<file path="src/rtl/rob_interface.sv">
// Registered ROB-to-RS dispatch FIFO with optional broadcast snoop of pending operands/flags.
// Build option: define ROB_IF_SNOOP_EN to fill waiting operands from the ROB broadcast bus.
module rob_interface #(
   parameter int DEPTH        = 2,
   parameter int GPR_SIZE     = 64,
   parameter int ROB_IDX_SIZE = 4,
   parameter int FU_OP_W      = 5
) (
   input  logic                    in_clk,
   input  logic                    in_rst,
   input  logic                    in_valid,
   output logic                    in_ready,
   input  logic                    in_fu_id,
   input  logic [FU_OP_W-1:0]      in_fu_op,
   input  logic                    in_val_a_valid,
   input  logic                    in_val_b_valid,
   input  logic [GPR_SIZE-1:0]     in_val_a_value,
   input  logic [GPR_SIZE-1:0]     in_val_b_value,
   input  logic [ROB_IDX_SIZE-1:0] in_val_a_rob_index,
   input  logic [ROB_IDX_SIZE-1:0] in_val_b_rob_index,
   input  logic [ROB_IDX_SIZE-1:0] in_dst_rob_index,
   input  logic                    in_set_nzcv,
   input  logic                    in_uses_nzcv,
   input  logic                    in_nzcv_valid,
   input  logic [3:0]              in_nzcv,
   input  logic [ROB_IDX_SIZE-1:0] in_nzcv_rob_index,
   input  logic [3:0]              in_cond_codes,
   input  logic                    in_bc_done,
   input  logic [ROB_IDX_SIZE-1:0] in_bc_index,
   input  logic [GPR_SIZE-1:0]     in_bc_value,
   input  logic                    in_bc_set_nzcv,
   input  logic [3:0]              in_bc_nzcv,
   input  logic                    in_mispred,
   input  logic                    in_rs_ready,
   output logic                    out_valid,
   output logic                    out_fu_id,
   output logic [FU_OP_W-1:0]      out_fu_op,
   output logic                    out_val_a_valid,
   output logic                    out_val_b_valid,
   output logic [GPR_SIZE-1:0]     out_val_a_value,
   output logic [GPR_SIZE-1:0]     out_val_b_value,
   output logic [ROB_IDX_SIZE-1:0] out_val_a_rob_index,
   output logic [ROB_IDX_SIZE-1:0] out_val_b_rob_index,
   output logic [ROB_IDX_SIZE-1:0] out_dst_rob_index,
   output logic                    out_set_nzcv,
   output logic                    out_uses_nzcv,
   output logic                    out_nzcv_valid,
   output logic [3:0]              out_nzcv,
   output logic [ROB_IDX_SIZE-1:0] out_nzcv_rob_index,
   output logic [3:0]              out_cond_codes
);

   localparam int PW = $clog2(DEPTH);
   localparam int CW = PW + 1;
   localparam logic [CW-1:0] FULL = CW'(DEPTH);

   typedef struct packed {
      logic                    fu_id;
      logic [FU_OP_W-1:0]      fu_op;
      logic                    val_a_valid;
      logic [GPR_SIZE-1:0]     val_a_value;
      logic [ROB_IDX_SIZE-1:0] val_a_rob_index;
      logic                    val_b_valid;
      logic [GPR_SIZE-1:0]     val_b_value;
      logic [ROB_IDX_SIZE-1:0] val_b_rob_index;
      logic [ROB_IDX_SIZE-1:0] dst_rob_index;
      logic                    set_nzcv;
      logic                    uses_nzcv;
      logic                    nzcv_valid;
      logic [3:0]              nzcv;
      logic [ROB_IDX_SIZE-1:0] nzcv_rob_index;
      logic [3:0]              cond_codes;
   } entry_t;

   entry_t          mem [DEPTH];
   entry_t          in_entry;
   entry_t          head_entry;
   logic [PW-1:0]   head;
   logic [PW-1:0]   tail;
   logic [CW-1:0]   count;
   logic            do_enq;
   logic            do_deq;

   // Handshake: a transfer happens on a posedge where valid and ready are both high;
   // ready depends only on registered state, so it never looks at the other side's valid.
   assign in_ready  = (count < FULL);
   assign out_valid = (count != '0);
   assign do_enq    = in_valid & in_ready;
   assign do_deq    = out_valid & in_rs_ready;

   assign in_entry = '{
      fu_id:           in_fu_id,
      fu_op:           in_fu_op,
      val_a_valid:     in_val_a_valid,
      val_a_value:     in_val_a_value,
      val_a_rob_index: in_val_a_rob_index,
      val_b_valid:     in_val_b_valid,
      val_b_value:     in_val_b_value,
      val_b_rob_index: in_val_b_rob_index,
      dst_rob_index:   in_dst_rob_index,
      set_nzcv:        in_set_nzcv,
      uses_nzcv:       in_uses_nzcv,
      nzcv_valid:      in_nzcv_valid,
      nzcv:            in_nzcv,
      nzcv_rob_index:  in_nzcv_rob_index,
      cond_codes:      in_cond_codes
   };

`ifdef ROB_IF_SNOOP_EN
   // Only fields still waiting on a tag are filled; resolved ones are left alone.
   function automatic entry_t snoop(input entry_t e);
      entry_t r;
      r = e;
      if (in_bc_done) begin
         if (!e.val_a_valid && e.val_a_rob_index == in_bc_index) begin
            r.val_a_value = in_bc_value;
            r.val_a_valid = 1'b1;
         end
         if (!e.val_b_valid && e.val_b_rob_index == in_bc_index) begin
            r.val_b_value = in_bc_value;
            r.val_b_valid = 1'b1;
         end
         if (in_bc_set_nzcv && e.uses_nzcv && !e.nzcv_valid &&
             e.nzcv_rob_index == in_bc_index) begin
            r.nzcv       = in_bc_nzcv;
            r.nzcv_valid = 1'b1;
         end
      end
      return r;
   endfunction
`else
   logic unused_bc;
   assign unused_bc = ^{in_bc_done, in_bc_index, in_bc_value, in_bc_set_nzcv, in_bc_nzcv};

   function automatic entry_t snoop(input entry_t e);
      return e;
   endfunction
`endif

   always_ff @(posedge in_clk or negedge in_rst) begin
      if (!in_rst) begin
         head  <= '0;
         tail  <= '0;
         count <= '0;
         for (int i = 0; i < DEPTH; i++) mem[i] <= '0;
      end else if (in_mispred) begin
         // Flush wins over any transfer offered in the same cycle.
         head  <= '0;
         tail  <= '0;
         count <= '0;
      end else begin
         for (int i = 0; i < DEPTH; i++) mem[i] <= snoop(mem[i]);
         if (do_enq) begin
            mem[tail] <= snoop(in_entry);
            tail      <= tail + PW'(1);
         end
         if (do_deq) head <= head + PW'(1);
         case ({do_enq, do_deq})
            2'b10:   count <= count + CW'(1);
            2'b01:   count <= count - CW'(1);
            default: count <= count;
         endcase
      end
   end

   assign head_entry          = mem[head];
   assign out_fu_id           = head_entry.fu_id;
   assign out_fu_op           = head_entry.fu_op;
   assign out_val_a_valid     = head_entry.val_a_valid;
   assign out_val_b_valid     = head_entry.val_b_valid;
   assign out_val_a_value     = head_entry.val_a_value;
   assign out_val_b_value     = head_entry.val_b_value;
   assign out_val_a_rob_index = head_entry.val_a_rob_index;
   assign out_val_b_rob_index = head_entry.val_b_rob_index;
   assign out_dst_rob_index   = head_entry.dst_rob_index;
   assign out_set_nzcv        = head_entry.set_nzcv;
   assign out_uses_nzcv       = head_entry.uses_nzcv;
   assign out_nzcv_valid      = head_entry.nzcv_valid;
   assign out_nzcv            = head_entry.nzcv;
   assign out_nzcv_rob_index  = head_entry.nzcv_rob_index;
   assign out_cond_codes      = head_entry.cond_codes;

endmodule

</file>
<file path="config.mk">
export PLATFORM = sky130hd
export DESIGN_NAME = rob_interface
export DESIGN_NICKNAME = d
export VERILOG_FILES = /design/src/rtl/rob_interface.sv
export SDC_FILE = /design/constraint.sdc
export NUM_CORES = 1
export LEC_CHECK = 0
export ABC_AREA = 0
export BUFFER_PORTS_ARGS = -buffer_cell sky130_fd_sc_hd__buf_4
export CAP_MARGIN = 15
export CORE_MARGIN = 2
export CORE_UTILIZATION = 53
export CTS_CLUSTER_DIAMETER = 40
export DETAILED_ROUTE_END_ITERATION = 10
export PLACE_DENSITY = 0.82
export SLEW_MARGIN = 25
export SYNTH_ARGS = -nofsm -noshare
export SYNTH_HDL_FRONTEND = slang
export SYNTH_SLANG_ARGS = --single-unit
</file>
<file path="constraint.sdc">
create_clock -name in_clk -period 2.2 [get_ports in_clk]
set_input_delay 0.22 -clock in_clk [delete_from_list [all_inputs] [get_ports in_clk]]
set_output_delay 0.22 -clock in_clk [all_outputs]
set_load 0.01 [all_outputs]
</file>
[Yosys cells after proc, flatten, opt, wreduce, memory -nomap -nowiden]
Cells that the tools add are included.
Storage, ports and cells
  flip-flop bits (word level): 330
  bits in latches: 0
  RAM bits: 0
  memory bits (read-only): 0
  bits of input ports: 242
  logic and storage cells: 66
  memories: 0
Cells by class
  add/sub/neg operators: 4
  multipliers: 0
  div/mod/pow operators: 0
  order comparisons: 4
  eq/ne operators: 2
  shift operators: 0
  muxes and demuxes: 12
  bitwise logic cells: 5
  reductions and logical operators: 6
Operators with widths (count)
  $mux 163: 4
  $bwmux 326: 1
  $demux 163 s1: 1
  $reduce_bool 2->1: 3
  $ge 2x2->1 const B: 2
  $mux 1: 4
  $not 1->2: 2
  $pmux 2 s2: 1
  $reduce_bool 3->1: 1
  $add 1x1->1 const B: 2
  $add 2x1->2 const B: 1
  $and 1x1->1: 2
  $eq 2x1->1 const B: 1
  $eq 2x2->1 const B: 1
  $lt 2x1->1 const B: 1
  $lt 2x2->1 const B: 1
  $mux 2: 1
  $reduce_and 2->1: 1
  $sub 2x1->2 const B: 1
  $logic_and 1x1->1: 1
  $not 1->1: 1

[Depth between registers and ports, before layout]
  word-level depth: 6
  mapped depth: 6
  depth with buffers taken out: 3

[Worst setup path after synthesis]
No wires, ideal clock.
  path type: reg2reg
  start: register count[1]
  end: register mem[100] (netlist name)
  library setup time: 0.125 ns
  data arrival time: 1.482 ns
  path slack: 0.593 ns
  cell stages (with the launch flop): 7
  buffers on the path: 3
  clock period less this slack: 1.607 ns
  path through: dfrtp_1 > nand2b_4 > nor3b_2 > buf_6 > buf_12 > buf_12 > mux2_4
Between the ends
  word-level cells in the longest chain between the ends: 3
Ends and longest elaborated chain
  from (decl): line 80  | logic [CW-1:0] count;
  from (signal assigned): line 159  | 2'b10: count <= count + CW'(1);
  from (signal assigned): line 160  | 2'b01: count <= count - CW'(1);
  from (signal assigned): line 161  | default: count <= count;
  $lt 2x2->1: line 86  | assign in_ready = (count < FULL);
  $and 1x1->1: line 88  | assign do_enq = in_valid & in_ready;
  $reduce_and 2->1 (no source line)
  to (signal, indexed assignment): line 154  | mem[tail] <= snoop(in_entry);
  to (decl): line 75  | entry_t mem [DEPTH];
Every way passes these cells.
A chain may end at the register's enable or synchronous reset.

[Worst setup path after layout]
  start: register head
  end: output out_val_b_value[6]
Between the ends
  word-level cells in the longest chain between the ends: 4
Ends and longest elaborated chain
  from (decl): line 78  | logic [PW-1:0] head;
  from (signal assigned): line 157  | if (do_deq) head <= head + PW'(1);
  $not 1->2 (not written as such): line 166  | assign head_entry = mem[head];
  $mux 163 (not written as such) (3 in a row): line 166
  to (decl): line 41  | output logic [GPR_SIZE-1:0] out_val_b_value,
Every way passes these cells. The select of a mux whose other input is x is not followed.

==> results.txt <==
Number of distinct library cells after synthesis: 20
Final-report max-slew violation count: 0
Final WS setup: 51.5 ps
Synth area leader: dfrtp_1
Worst path slowest cell: dfrtp_4
Total wire length: 37400 um
Clock sink total: 330
DIE AREA: 28900 um^2
First drt pass iteration count: 4
Synth area leaders: dfrtp_1, mux2_2, mux2_4, buf_12, buf_2
Clock skew: 16.9 ps
Leakage: 9.27 nW
CTS Root Cell: clkbuf_16
Syn_area_per_cell: 16.4 um^2
Height of the die: 170 um
Worst Path Arrival: 1930 ps
CP max FO: 12
Global-route wire length before repair: 58700 um
Min Tclk post-route: 2150 ps
Status: complete, no violations
Mapped Cells: 891
Synth Flop Type: dfrtp_1
Setup crit start kind: flop
Drt drc: 0
Final period util: 97.7%
Wire per inst: 21.0 um
TritonCTS clock tree: built
I/O pin cnt: 407
Setup TNS: 0 ps
Drt initial violations: 318
CTS H-tree lvls: 2
Hold Crit Endpoint: head
Max-cap violations: 0
Gr usage total: 25.7%
Clk slew on worst S/H paths: 60 ps
Share of cells above drive strength 1: 64.5%
Peak supply drop: 0.847 mV
Worst Path Required: 1980 ps
Core Region: 27000 um^2
Worst-Margin Slew: 502 ps
Post-synth top cells: mux2_2, dfrtp_1, mux2_4
ANT nets after route: 0
CP peak stage delay: 600 ps
EDFF count, synth: 0
Most frequent CP cell: buf_4
Worst Hold Class: primary input to flop
Initial Util: 54.1%
# nets final: 1652
Initial antenna violation count: 0
Via density: 5.30
Pre-CTS WS: 307 ps
# diodes: 0
HP Start: in_rs_ready
Syn_nets: 1133
Latest clock arrival within the worst-skew pair: 520 ps
Setup crit end kind: primary output
Hold depth: 4
YS warnings: 0
Area grow syn2layout: 41.9%
Routed vias: 9444
Max_slew headroom: 66.5%
Pwr Density: 1070 nW/um^2
Port bufs: 332
Sequential-to-total area share from yosys stat: 56.5%
Chip Width: 170 um
Final estimated routing congestion in global placement: 0.751
Worst-case reg-to-reg path depth: 4
RSZ-0062 raised after global routing: yes
Setup violators final: 0
CTS Buf Count: 44
Hold Vio Cnt, Final: 0
Row count: 60
Overflow after GRT: 0
Flop and latch count out of synthesis: 330
Detail Placement HPWL: 21800 um
Mapped Area: 14600 um^2
Setup CP Type: flop to primary output
Largest net degree at the start of global routing: 62
Setup slack, reg-to-reg: 310 ps
Worst hold slack: 102 ps
Most common cell in the netlist: mux2_2
Share of flip-flops with an asynchronous set or reset: 100%
Share of the synthesized area in the top cell type: 56.5%
CP Cell Sequence: buf_4 > mux2_2 > buf_4
R2R Path Start: count[1]
Fmax: 465 MHz
Vias in the first global route: 11.0k
Crit. Startpoint: head
Bufs on Longest Clock Path: 3
R2r endpoint: mem[59]
layout by cell type, fill, tap and decap left out, types with 3 or more instances in the layout:
master	instances
buf_4	342
bufinv_16	8
mux2_4	70
mux2_2	420
clkbuf_16	45
clkbuf_8	6
buf_12	16
clkinvlp_4	7
dfrtp_1	329
dlygate4sd3_1	167
clkinv_2	4
inv_6	3
where the power goes:
group / total (mW) / internal (mW) / switching [mW]
Sequential: 8.72 / 7.78 / 0.937
Clock: 7.55 / 4.88 / 2.66
Combinational: 5.90 / 3.67 / 2.22
Total: 22.2 / 16.3 / 5.82
worst max-delay path, delay by kind of cell (launching register included):
kind | cells | cell delay [ps]
flops | 1 | 600
buf+inv | 2 | 430
mux | 1 | 370
metal layers:
layer / track usage [%] / wire [um] / vias to the layer above
met5: 0 / 0 / -
met4: 9.66 / 1360 / 0
met3: 6.30 / 2370 / 94
met2: 46.6 / 19400 / 299
met1: 29.4 / 14300 / 4797
li1: - / - / 4254
layout make-up:
type	count	area (um^2)
repair buffers	527	4590
flip-flops and latches	330	8260
clock buffers	53	1220
well taps	341	427
inverters	1	3.75
multi-input cells	506	5900
clock inverters	24	357
fillers	1516	6270
stage by stage:
| stage | utilization (%) | area [um^2] | cells | total power, mW |
|---|---|---|---|---|
| after floorplan | - | 14600 | 891 | 11.8 |
| final | 76.8 | 20800 | 1782 | 22.2 |
| after detailed placement | 64.7 | 17500 | 1537 | 14.2 |
| after global placement | 64.7 | 17500 | 1537 | 14.0 |
| after global routing | 76.8 | 20800 | 1782 | 23.2 |
| after CTS | 76.8 | 20700 | 1782 | 22.1 |
flip-flops by register name, indices dropped and copies added, names as in the netlist:
register / cells
tail: 1
mem: 326
count: 2
head: 1
worst max-delay path by stage:
stage / cells past startpoint / endpoint / slack [ps]
after global placement: 5 / mem[43] / 330
after floorplan: 6 / mem[100] / 590
after global routing: 3 / out_val_a_value[58] / -10
final: 3 / out_val_b_value[6] / 50
after detailed placement: 5 / mem[43] / 310
after CTS: 3 / out_val_a_value[50] / 5
kinds of logic after synthesis:
kind of cell / count (synthesis) / share of synthesized area, %
AO/OA/AOI/OAI: 4 / 0.137
XOR/XNOR: 2 / 0.120
buffers and inverters: 55 / 3.26
flip-flops: 330 / 56.5
multiplexers: 490 / 39.5
AND/OR/NAND/NOR: 10 / 0.496
timing repair:
item | in CTS | in global routing
hold endpoints to repair | 377 | 0
setup buffers | 1 | 0
endpoints found under the setup margin | 28 | 18
gates resized for setup | 0 | 1
cloned | 0 | 0
hold buffers | 167 | 0
No activity file was read; power rests on OpenSTA's default activity.
